## src/rtl/decoder_3to8_shift.sv

```systemverilog
`default_nettype none
// ============================================================================
// decoder_3to8_shift : binary-to-one-hot decoder (sized-1 left shift) gated
//                      by an enable, plus a registered copy and qualifier.
// Revision 1.0
// ============================================================================
module decoder_3to8_shift #(
  parameter  int IN_W  = 3,
  localparam int OUT_W = 2**IN_W
) (
  input  logic             clk,
  input  logic             rst,
  input  logic             en,
  input  logic [IN_W-1:0]  in,
  output logic [OUT_W-1:0] out,
  output logic [OUT_W-1:0] out_q,
  output logic             valid_q
);

  // The 1 is sized to the full output width before shifting, so every code
  // 0..OUT_W-1 lands on its own line with no truncation.
  localparam logic [OUT_W-1:0] c_one = {{(OUT_W-1){1'b0}}, 1'b1};

  logic [OUT_W-1:0] out_d;

  always_comb begin
    out_d = '0;
    if (en) begin
      out_d = c_one << in;
    end
  end

  assign out = out_d;

  always_ff @(posedge clk or posedge rst) begin
    if (rst) begin
      out_q   <= '0;
      valid_q <= 1'b0;
    end else begin
      out_q   <= out_d;
      valid_q <= en;
    end
  end

endmodule
`default_nettype wire

```

## config.mk

```make
export PLATFORM = sky130hd
export DESIGN_NAME = decoder_3to8_shift
export DESIGN_NICKNAME = d
export VERILOG_FILES = /design/src/rtl/decoder_3to8_shift.sv
export SDC_FILE = /design/constraint.sdc
export NUM_CORES = 1
export LEC_CHECK = 0
export BUFFER_PORTS_ARGS = -buffer_cell sky130_fd_sc_hd__buf_2
export CAP_MARGIN = 20
export CORE_AREA = 10 10 47 49
export CTS_BUF_LIST = sky130_fd_sc_hd__clkbuf_4
export DETAILED_ROUTE_END_ITERATION = 10
export DIE_AREA = 0 0 57 59
export SETUP_SLACK_MARGIN = 0.05
export SLEW_MARGIN = 20
export SYNTH_ARGS = -nofsm -noshare
export SYNTH_HDL_FRONTEND = slang
export SYNTH_SLANG_ARGS = --single-unit
```

## constraint.sdc

```tcl
create_clock -name clk -period 0.9 [get_ports clk]
set_clock_uncertainty 0.15 [all_clocks]
set_input_delay 0.27 -clock clk [delete_from_list [all_inputs] [get_ports clk]]
set_output_delay 0.27 -clock clk [all_outputs]
set_load 0.05 [all_outputs]
```

# --- After elaboration in Yosys (flattened, before gate mapping) ---
# Cells that the tools add are included.
word_totals:
  out_inout_bits: 17
  ff_bits: 9
  inputBits: 6
  wordCells: 4
classes:
  n_shift: 1
  mux: 1
op_table:
  columns: ["cell", "n"]
  rows:
  - ["$mux 8", 1]
  - ["$shl 1x3->8 const A", 1]

# --- Depth between registers and ports, before layout ---
logic_depth:
  ltp_word: 2
  depth_mapped: 1

# --- Worst setup path before layout ---
# OpenSTA, ideal clock, no wires.
synth_path:
  kind: "input -> output"
  start: "input port in[1]"
  end: "output port out[0]"
  t_arrival_ns: 1.270
  slack_ns: -0.790
  path_stages: 1
  t_required_ns: 0.480
  path_cell_list: "nor4b_2"
synth_via:
  elab_chain_len: 2
synth_lines:
  columns: ["item", "line", "rtl"]
  rows:
  - ["start: declaration", "14", "input logic [IN_W-1:0] in,"]
  - ["$shl 1x3->8", "29", "out_d = c_one << in;"]
  - ["$mux 8", "28", "if (en) begin"]
  - ["end: declaration", "15", "output logic [OUT_W-1:0] out,"]
# Every way passes these cells.

# --- Final worst setup path ---
layout_path:
  start: "input port in[0]"
  end: "output port out[0]"
# The elaborated chain is that of the path after synthesis.

==> flow_summary.toml <==
[worst_setup_path]
crit_arrival_ps = 880
worstPathRequired_ps = 480
start_kind = "input port"
path_class = "input port to output pin"
path_cells = "buf_12, nor4b_4, buf_6"
critical_path.slowest_cell = "nor4b_4"
critPathCaptureType = "output pin"
max_stage_delay_ps = 300
critical_path.max_fanout = 8

[logic_synthesis]
syn_inst = 18
synth_top_area_cell = "dfrtp_1"
seq_area_frac_synth_pct = 69.5
netlist_top_cells_count = "dfrtp_1, and4b_2, and4bb_1"
synth_ff_type = "dfrtp_1"
async_flop_share_pct = 100
avgSynthCellArea_sq_um = 18.0
syn_nets = 24
synth_edf_count = 0
syn_area_sq_um = 324
synth_area_leaders = "dfrtp_1, and4bb_1, and4b_2"
yosysWarnings = 0
synth.ff_latch_count = 9
synth_cell_types = 8
yosysMostFrequentCell = "dfrtp_1"
synth_top_cell_area_share_pct = 69.5

[timing]
fin_ws_ps = -400
setup-violations-final = 17
period_needed_ps = 1300
period_share_pct = 144
rsz0062_at_grt = "true"
worst_slew_pin_slew_ps = 336
max_freq_mhz = 769
hold_viol_final = 9
fin_hold_ws_ps = -190
maxSlewViolCount = 0
relSlewSlack_pct = 77.6

[layout]
diodes = 0
regArea_sq_um = 236
areaGrowthSynthToFinish_pct = 121
multi_input_area_sq_um = 125
final_cells = 61
drive_gt1_share_pct = 97.8
layout.nets = 52
n_fill_cell = 129

[power]
ir_drop_uv = 765
p_per_area_mw_per_mm2 = 1370
p_leak_nw = 0.323

[placement]
io_buffers = 22
place_inst = 56
place_congestion = 0.598

[die]
initial_core_util_pct = 23.1
num_rows = 14
die-area_sq_mm = 0.00336
die_w_microns = 57
core_area_sq_mm = 0.00140
num_io_pins = 23
die_h_microns = 59

[clock_tree]
cts_tree = "done"
clock-root-buffer = "clkbuf_4"
clkTransAtPathRegs_ps = 60
clock-sinks = 9
cts_max_path_buffers = 2
cts_buffers = 3
htree_levels = 1

[run_status]
violations = "hold timing, setup timing"
status = "finished with violations"

[detailed_routing]
wirelength_microns = 922
routedWlPerCell_microns = 15.1
drt_first_pass_iters = 1
drtIter0Drc = 0
viasPerCell = 4.39
drc_errors = 0
dr_total_vias = 268
ant_nets = 0

[run]
maxCapViolations = 0

[global_route]
grt_pass1_vias = 298
grt_pass1_wl_mm = 1.60
grt-ovfl-total = 0
grt_antenna_before_repair = 0
grt_max_degree = 10
grt_use_total_pct = 6.19

[hold_path]
hold_path.class = "input port to async pin"
-- per-layer routing --
layer	share of wire, %	wire (microns)	vias to the layer above	track usage, %
li1	-	-	125	-
met1	39	359	122	6.45
met2	45	417	19	8.84
met3	15	136	2	4.94
met4	0.87	8	0	3.02
met5	0	0	-	0
-- worst max-delay path, delay by kind of cell --
kind                   cells  cell delay (ps)
AND/OR/NAND/NOR            1              300
buffers and inverters      2              310
-- cell type report --
type                       instances  area share (%)
multi-input combinational          8            17.5
sequential                         9            33.0
clock buffer                       4            4.19
timing repair buffer              23            42.1
tap                               16            2.79
inverter                           1           0.524
-- final timing paths --
check | startpoint | cells past startpoint | endpoint | slack [ps]
worst max-delay path | in[0] | 3 | out[0] | -400
max in group asynchronous | rst | 2 | valid_q | 520
min in group clk | en | 1 | valid_q | 10
worst min-delay path | rst | 2 | out_q[3] | -190
-- sequential cells by signal (all words and copies together), names as in the netlist --
signal and cells:
valid_q 1, out_q 8
-- report_power, final --
| group | total (mW) | internal (mW) | leakage, nW | switching, mW |
|---|---|---|---|---|
| combinational | 0.224 | 0.102 | 0.197 | 0.122 |
| sequential | 0.423 | 0.418 | 0.108 | 0.00539 |
| clock | 0.332 | 0.200 | 0.0184 | 0.131 |
-- kinds of logic after synthesis --
kind of cell / count (synthesis) / synth area share, %
buffers and inverters: 1 / 1.16
AND/OR/NAND/NOR: 8 / 29.3
flip-flops: 9 / 69.5
-- cell usage in the layout, fill, tap and decap left out, drive strengths merged --
cell type  count
and4           1
and4b          3
and4bb         3
buf           23
clkbuf         4
dfrtp          9
inv            1
nor4b          1
-- through the flow --
step / total power, mW / setup slack, ps / util [%] / TNS (ps) / area (sq um)
floorplan: 0.537 / -459 / - / -2670 / 365
global placement: 0.590 / -543 / 35.4 / -5510 / 495
detailed placement: 0.590 / -552 / 35.4 / -5580 / 495
CTS: 0.995 / -420 / 50.1 / -6100 / 702
global route: 1.03 / -430 / 51.2 / -6320 / 717
finish: 0.979 / -400 / 51.2 / -5910 / 717
-- repair_timing --
item                       CTS  global route
setup endpoints to repair   17            17
setup buffers                1             0
hold endpoints to repair    10             9
gates cloned                 0             0
pin swaps                    4             3
resized for setup           52             3
Power figures use the tool's default switching activity.
